File: config.mk
export PLATFORM = sky130hd
export DESIGN_NAME = multicycle_ctrl
export DESIGN_NICKNAME = d
export VERILOG_FILES = /design/src/rtl/multicycle_ctrl.sv
export SDC_FILE = /design/constraint.sdc
export NUM_CORES = 1
export LEC_CHECK = 0
export CORE_MARGIN = 10
export CORE_UTILIZATION = 44
export DETAILED_ROUTE_END_ITERATION = 8
export MAX_ROUTING_LAYER = met4
export PLACE_DENSITY = 0.8
export SLEW_MARGIN = 30
export SYNTH_ARGS = -nofsm -noshare
export SYNTH_HDL_FRONTEND = slang
export SYNTH_SLANG_ARGS = --single-unit
export TNS_END_PERCENT = 10
File: constraint.sdc
create_clock -name clk -period 1.98 [get_ports clk]
set_input_delay 0.396 -clock clk [delete_from_list [all_inputs] [get_ports clk]]
set_output_delay 0.396 -clock clk [all_outputs]
set_load 0.05 [all_outputs]
File: src/rtl/multicycle_ctrl.sv
// ============================================================================
// Module   : multicycle_ctrl
// Purpose  : Multi-cycle control FSM for the 32-bit datapath; drives ALU,
//            datapath muxes and write enables; counts retired instructions.
//            Optional memory wait states: define MULTICYCLE_MEM_WAIT_EN.
// Revision : 1.0 - initial release
// ============================================================================
`default_nettype none

module multicycle_ctrl #(
  parameter int CNT_WIDTH = 16
) (
  input  logic                 clk,
  input  logic                 rst,
`ifdef MULTICYCLE_MEM_WAIT_EN
  input  logic                 mem_ready,
`endif
  input  logic [5:0]           opcode,
  input  logic [5:0]           funct,
  input  logic                 zero,
  output logic [3:0]           alu_sel,
  output logic                 alu_src_a,
  output logic [1:0]           alu_src_b,
  output logic                 pc_we,
  output logic [1:0]           pc_src,
  output logic                 i_or_d,
  output logic                 ir_we,
  output logic                 mem_we,
  output logic                 reg_we,
  output logic                 reg_dst,
  output logic                 mem_to_reg,
  output logic                 illegal,
  output logic [3:0]           state,
  output logic [CNT_WIDTH-1:0] instr_count
);

  typedef enum logic [3:0] {
    FETCH     = 4'd0,
    DECODE    = 4'd1,
    MEM_ADDR  = 4'd2,
    MEM_READ  = 4'd3,
    MEM_WB    = 4'd4,
    MEM_WRITE = 4'd5,
    R_EXEC    = 4'd6,
    R_WB      = 4'd7,
    BRANCH    = 4'd8,
    JUMP      = 4'd9,
    I_EXEC    = 4'd10,
    I_WB      = 4'd11
  } state_t;

  localparam logic [5:0] OP_RTYPE = 6'h00;
  localparam logic [5:0] OP_J     = 6'h02;
  localparam logic [5:0] OP_BEQ   = 6'h04;
  localparam logic [5:0] OP_BNE   = 6'h05;
  localparam logic [5:0] OP_ADDI  = 6'h08;
  localparam logic [5:0] OP_SLTI  = 6'h0A;
  localparam logic [5:0] OP_ANDI  = 6'h0C;
  localparam logic [5:0] OP_ORI   = 6'h0D;
  localparam logic [5:0] OP_LW    = 6'h23;
  localparam logic [5:0] OP_SW    = 6'h2B;

  state_t               state_q, state_d;
  logic [CNT_WIDTH-1:0] count_q;
  logic                 retire;
  logic                 mem_ok;

`ifdef MULTICYCLE_MEM_WAIT_EN
  assign mem_ok = mem_ready;
`else
  assign mem_ok = 1'b1;
`endif

  always_comb begin
    state_d    = FETCH;
    retire     = 1'b0;
    alu_sel    = 4'd2;
    alu_src_a  = 1'b0;
    alu_src_b  = 2'b00;
    pc_we      = 1'b0;
    pc_src     = 2'b00;
    i_or_d     = 1'b0;
    ir_we      = 1'b0;
    mem_we     = 1'b0;
    reg_we     = 1'b0;
    reg_dst    = 1'b0;
    mem_to_reg = 1'b0;
    illegal    = 1'b0;

    case (state_q)
      FETCH: begin
        alu_src_b = 2'b01;
        ir_we     = mem_ok;
        pc_we     = mem_ok;
        state_d   = mem_ok ? DECODE : FETCH;
      end
      DECODE: begin
        // Branch target is precomputed here into ALUOut.
        alu_src_b = 2'b11;
        case (opcode)
          OP_LW, OP_SW:                      state_d = MEM_ADDR;
          OP_RTYPE:                          state_d = R_EXEC;
          OP_BEQ, OP_BNE:                    state_d = BRANCH;
          OP_J:                              state_d = JUMP;
          OP_ADDI, OP_ANDI, OP_ORI, OP_SLTI: state_d = I_EXEC;
          default: begin
            illegal = 1'b1;
            state_d = FETCH;
          end
        endcase
      end
      MEM_ADDR: begin
        alu_src_a = 1'b1;
        alu_src_b = 2'b10;
        state_d   = (opcode == OP_SW) ? MEM_WRITE : MEM_READ;
      end
      MEM_READ: begin
        i_or_d  = 1'b1;
        state_d = mem_ok ? MEM_WB : MEM_READ;
      end
      MEM_WB: begin
        reg_we     = 1'b1;
        mem_to_reg = 1'b1;
        retire     = 1'b1;
      end
      MEM_WRITE: begin
        i_or_d  = 1'b1;
        mem_we  = mem_ok;
        retire  = mem_ok;
        state_d = mem_ok ? FETCH : MEM_WRITE;
      end
      R_EXEC: begin
        alu_src_a = 1'b1;
        state_d   = R_WB;
        case (funct)
          6'h20:   alu_sel = 4'd2;
          6'h22:   alu_sel = 4'd3;
          6'h24:   alu_sel = 4'd4;
          6'h25:   alu_sel = 4'd5;
          6'h27:   alu_sel = 4'd6;
          6'h2A:   alu_sel = 4'd7;
          6'h00:   alu_sel = 4'd8;
          6'h02:   alu_sel = 4'd9;
          default: begin
            alu_sel = 4'd0;
            illegal = 1'b1;
            state_d = FETCH;
          end
        endcase
      end
      R_WB: begin
        reg_we  = 1'b1;
        reg_dst = 1'b1;
        retire  = 1'b1;
      end
      BRANCH: begin
        alu_src_a = 1'b1;
        alu_sel   = 4'd3;
        pc_src    = 2'b01;
        pc_we     = (opcode == OP_BNE) ? ~zero : zero;
        retire    = 1'b1;
      end
      JUMP: begin
        pc_src = 2'b10;
        pc_we  = 1'b1;
        retire = 1'b1;
      end
      I_EXEC: begin
        alu_src_a = 1'b1;
        alu_src_b = 2'b10;
        state_d   = I_WB;
        case (opcode)
          OP_ANDI: alu_sel = 4'd4;
          OP_ORI:  alu_sel = 4'd5;
          OP_SLTI: alu_sel = 4'd7;
          default: alu_sel = 4'd2;
        endcase
      end
      I_WB: begin
        reg_we = 1'b1;
        retire = 1'b1;
      end
      default: state_d = FETCH;
    endcase

    // Reset aborts any in-flight instruction: no architectural writes.
    if (rst) begin
      pc_we   = 1'b0;
      ir_we   = 1'b0;
      mem_we  = 1'b0;
      reg_we  = 1'b0;
      illegal = 1'b0;
    end
  end

  always_ff @(posedge clk) begin
    if (rst) begin
      state_q <= FETCH;
      count_q <= '0;
    end else begin
      state_q <= state_d;
      if (retire) begin
        count_q <= count_q + 1'b1;
      end
    end
  end

  assign state       = state_q;
  assign instr_count = count_q;

endmodule

`default_nettype wire

==> summary.md <==
| Metric | Value |
|---|---|
| CP max FO | 3 |
| Most common cell after layout, fill and taps aside | buf_4 |
| CP startpoint kind | register |
| Wire per inst | 17.0 µm |
| Largest net degree at the start of global routing | 14 |
| Maximum vdd drop | 397 µV |
| Worst Path Arrival | 1.67 ns |
| Avg Cell Area, Syn | 7.19 µm² |
| Wirelength, routed | 5570 µm |
| Commonest cells after routing, fill and taps aside | 54 x buf_4, 23 x nor2_1, 19 x nand2_1, 19 x buf_12, 17 x dfxtp_1 |
| Total gr overflow | 0 |
| Clk_lat worst skew | 0.31 ns |
| Die Footprint | 5750 µm² |
| Vias in the first global route | 1857 |
| YS warnings | 0 |
| Number of buffers added on ports | 51 |
| Clock Root Buffer | clkbuf_4 |
| Post-route antenna net violation count | 0 |
| Failing checks | setup timing |
| Die width | 75.9 µm |
| Worst r2r path cells | 7 |
| Hold WC Path Type | register to register |
| Die Y | 75.9 µm |
| Antenna violations before repair | 0 |
| Clock-pin transition on the worst setup and hold timing paths | 0.12 ns |
| Filler cells | 155 |
| First-pass GRT wire length | 8750 µm |
| DR DRC count | 0 |
| Setup WS pre-CTS | -0.376 ns |
| RR Startpoint | state[2] |
| Final hold vios | 0 |
| CTS tree | yes |
| Ant. Diodes | 0 |
| Ys flop type | dfxtp_1 |
| Async S/R FF share, synth | 0% |
| Post-DP HPWL | 3740 µm |
| Yosys reg bits | 20 |
| Starting DRT DRC Count | 109 |
| Crit-path slowest cell | dfxtp_1 |
| Post-Syn Nets | 207 |
| Post-synthesis sequential area ratio | 29.2% |
| Synth Instances | 191 |
| Tightest Pin Transition | 0.509 ns |
| Hold endpoint | instr_count[9] |
| Period utilization | 104% |
| Critical Path End Type | output port |
| Critical path type | register to output port |
| Via/cell ratio | 5.59 |
| Max Slew Vio Count | 0 |
| Num rows | 20 |
| Num CTS Buffers | 3 |
| RR Endpoint | instr_count[14] |
| DRT Pass-1 Iters | 4 |
| Fin crit period | 2.06 ns |
| GRT Total Usage | 19.5% |
| Worst slew margin | 66.0% |
| Final design utilization | 87.9% |
| Layout area overhead | 94.0% |
| Hold path cells | 2 |
| Critical path, cell by cell | nand2b_4, nor3_4, o41ai_2, o32ai_2, nor2b_4, buf_12 |
| Vias post-DR | 1827 |
| Core Area | 3030 µm² |
| Worst path required time | 1.58 ns |
| Hold-fix buffers, CTS | 0 |
| Final nets | 300 |
| Status | finished with violations |
| EDFF count, synth | 0 |
| PD cells | 398 nW/µm² |
| Clock Path Buffers | 2 |
| RSZ-0062 raised after global routing | true |
| Worst hold start | instr_count[9] |
| Register Area | 409 µm² |
| Max cap viols | 0 |
| Clock Sinks | 20 |
| Yosys cell types | 42 |
| Reg2Reg Setup Slack | 0.16 ns |
| Final Setup Violations | 4 |
| Htree depth | 1 |
| Mapped cell area | 1370 µm² |
| Routability cong. | 0.930 |
| Slowest stage delay, CP | 0.35 ns |
| Worst clock skew | 0.00144 ns |
| Multi-input gate area | 1090 µm² |
| PnR Total Power | 1.06 mW |
| Fin worst setup slack | -0.0825 ns |
| Layout cells sized above 1 | 44.2% |
| Starting Density | 45.3% |
| Setup TNS Final | -0.192 ns |
| Fmax | 485 MHz |
| Io pins | 52 |
| Lkg Pwr | 1.14 nW |
[where the power goes]
group | leakage [nW] | switching, mW | internal (mW)
registers | 0.163 | 0.00658 | 0.403
logic | 0.946 | 0.164 | 0.148
clock network | 0.0279 | 0.133 | 0.205
total | 1.14 | 0.304 | 0.756
[layer usage]
metal / global-route usage [%] / wire length, µm
met1: 21.8 / 2250
met2: 34.5 / 2820
met3: 2.47 / 331
met4: 7.63 / 160
met5: - / 0
[stage by stage]
step | std cells | hold slack (ns) | instance area [µm²]
after detailed placement | 309 | 0.514 | 2410
after CTS | 327 | 0.530 | 2620
final | 327 | 0.522 | 2660
after global placement | 309 | 0.498 | 2410
after floorplan | 191 | 0.605 | 1470
after global routing | 327 | 0.566 | 2660
[registers in the layout (all words and copies together) (netlist names)]
register	count
state	4
instr_count	16
[cell usage after synthesis, types with 3 or more instances]
cell type  number  area share (%)
nor2_1         28             7.7
dfxtp_1        20              29
nand2_1        20             5.5
nor3_1         13             4.7
a21oi_1        11             4.0
xnor2_1         9             5.7
o21ai_0         8             2.9
clkbuf_1        7             1.9
nand3_1         7             2.6
xor2_1          7             4.5
inv_1           6             1.6
nand4_1         6             2.7
nand2b_1        5             2.3
nor2b_1         4             1.8
a32oi_1         3             1.9
nor3b_1         3             1.6
[layout make-up]
class,count,area share [%]
Multi-Input combinational cell,154,41.1
Clock inverter,1,1.13
Timing Repair Buffer,99,38.5
Inverter,6,0.987
Tap cell,44,2.07
Sequential cell,20,15.4
Clock buffer,3,0.846
[cell families after synthesis]
| group | synth area share (%) |
|---|---|
| simple gates | 36.5 |
| compound gates | 18.1 |
| flops | 29.2 |
| buf+inv | 5.11 |
| xor+xnor | 10.2 |
| fa+ha+maj | 0.911 |
[what timing repair did]
action / in CTS / in global routing
endpoints found under the setup margin: 7 / 15
gates resized for setup: 55 / 13
gates cloned: 0 / 0
buffers inserted: 14 / 0
pin swaps: 7 / 6
[critical path: cells and delay by family (launching register included)]
kind,cells,cell delay (ns)
flops,1,0.35
simple gates,3,0.60
compound gates,2,0.27
buf+inv,1,0.14
[how the worst max path moves through the flow]
stage | startpoint | end | slack (ns)
finish | state[1] | illegal | -0.08
detailed placement | opcode[2] | illegal | -0.38
global route | state[0] | illegal | -0.17
floorplan | state[1] | alu_src_b[0] | -0.37
CTS | state[1] | illegal | -0.007
global placement | opcode[5] | pc_we | -0.36
No activity file was read; power rests on OpenSTA's default activity.
==> RTL edit, RTL diff (config.mk and constraints unchanged) <==
Build with the macro `MULTICYCLE_MEM_WAIT_EN` defined.
--- a/src/rtl/multicycle_ctrl.sv
+++ b/src/rtl/multicycle_ctrl.sv
@@ -8,2 +8,4 @@
 `default_nettype none
+
+`define MULTICYCLE_MEM_WAIT_EN
 
Interface: changed (added mem_ready); port bits go from 52 to 53. The function was not compared with the original's and may differ.
==> RTL edit against the original RTL <==
The run still ends with negative setup slack left; combinational power shrank 6.4%; non-clock buffer count grew 8; wire length grew 10%; global-route usage shrank 0.72 points; worst setup slack lost 0.032 ns; sequential cell count is the same; total power shrank 2.7%; synthesized area grew 14%; fmax shrank 1.5%; final area grew 7.4%; sequential share of layout area shrank 0.93 points; core utilization shrank 3.5 points; via count grew 8.4%; largest cell class unchanged; largest power group unchanged.
==> RTL edit: results (changes against the original RTL) <==
** Min path
- Destination of the worst hold path :: instr_count[15]$_SDFFE_PP0P_
- Origin of the worst min-delay path :: instr_count[15]$_SDFFE_PP0P_

** Synth
- After synthesis, the cell types taking the most area are sky130_fd_sc_hd__dfxtp_1 (26%), sky130_fd_sc_hd__xnor2_1 (8.9%), sky130_fd_sc_hd__nor2_1 (8.6%), sky130_fd_sc_hd__nor3_1 (5.7%), sky130_fd_sc_hd__o21ai_0 (3.5%).
- Synth Area per Inst :: 7.69 um^2 (+7.0%)
- The number of distinct library cells after synthesis was 53 (+26%).
- The synthesized-area fraction occupied by ao, oa, aoi and oai cells was 0.167 (-0.0147).
- Xor/xnor cell area share of the yosys netlist :: 0.0893 (-0.0128)
- Ranked by instance count, the synthesized netlist is headed by sky130_fd_sc_hd__nor2_1 (36), sky130_fd_sc_hd__dfxtp_1 (20), sky130_fd_sc_hd__nor3_1 (18).
- The sequential-to-total area share from yosys stat was 0.255 (-0.0365).

** STA
- Sum Neg Setup Slack :: -0.570 ns (-0.378 ns)
- Relative slew margins :: 0.650 (-0.0100)
- The post-route worst setup slack is -0.115 ns (-0.0321 ns).
- Total of endpoints with negative setup slack in the final report :: 10 (+6)
- The worst hold-check slack is 0.546 ns (+0.0240 ns).
- Clock skew after layout :: 0.00131 ns (-0.000134 ns)

** Power
- Worst ir drop on vdd :: 0.550 mV (+38%)
- Sw Share :: 0.277 (-0.00999)

** Route
- Final routed wire length divided by cell count :: 17.5 um (+3.0%)
- The violation count after the first detailed-routing iteration was 143 (+31%).
- The amount of wire on met2 after detailed routing is 3200 um (+13%).
- Met1 layer wirelength in the final routing :: 2490 um (+10%)
- Vias after detailed routing :: 1980 (+8.4%)

** Setup path
- In this run the critical register-to-register path is launched from state[0]$_SDFF_PP0_.
- The depth of the worst register-to-register path came to 8 (+1).
- End of the worst register-to-register path :: instr_count[11]$_SDFFE_PP0P_
- The peak fanout along the critical path is 6 (+3).
- Slowest stage delay, CP :: 0.40 ns (+0.05 ns)
- Setup slack of the most critical reg-to-reg path :: 0.13 ns (-0.03 ns)

** Outcome
- Result of the run :: finished with violations
- Failing checks :: negative setup slack

** GRT
- The met3 demand-to-capacity share in global routing was 0.0282 (+0.00341).
- GR met1 Demand/Resource :: 0.217 (-0.000766)
- Wire length of the first global-routing pass :: 9670 um (+10%)
- Met2 demand-to-capacity share in global routing :: 0.327 (-0.0184)

** Finish
- Area added between synthesis and finish :: 82.3%
- The non-clock buffering overhead in the final layout was 0.371 (-0.0139).
- Post-layout nets :: 322 (+7.3%)
- The number of sequential storage elements is 20 (unchanged).
- The number of non-filler instances in the completed layout was 350 (+7.0%).
- The layout cell share with drive strength beyond 1 came to 0.444 (+0.00238).
- The number of logic inverters in the finished layout was 5 (-1).

** Floorplan
- Number of tap cells added at floorplan :: 46 (+4.5%)

** Placement
- Last weighted congestion value of the routability-driven placer :: 0.929 (about the same)
- The post-DP HPWL came to 4460 um (+19%).
- The instance area after placement came to 2590 um^2 (+7.7%).
- The number of placed cells counting well taps was 332 (+7.4%).
## RTL edit: kinds of logic after synthesis
family                   count (synthesis)
flip-flops                              20
AO/OA/AOI/OAI                           38
multiplexers                             1
adder cells (fa/ha/maj)                  1
XOR/XNOR                                16
buffers and inverters                   16
AND/OR/NAND/NOR                        112
## RTL edit: how the worst max path moves through the flow
stage	from	to	slack [ns]	depth (start not counted)
after floorplan	state[1]$_SDFF_PP0_	reg_we	-0.09	5
after global placement	opcode[2]	pc_we	-0.36	8
after detailed placement	opcode[2]	pc_we	-0.40	8
after CTS	state[0]$_SDFF_PP0_	pc_we	-0.09	4
after global routing	state[3]$_SDFF_PP0_	illegal	-0.17	6
final	state[3]$_SDFF_PP0_	illegal	-0.11	6
## RTL edit: power by group through the flow
stage,Clock [mW],Combinational [mW],Sequential [mW]
after detailed placement,0,0.258,0.416
after global routing,0.357,0.306,0.405
final,0.335,0.292,0.405
after global placement,0,0.254,0.416
after CTS,0.339,0.281,0.405
after floorplan,0,0.115,0.424
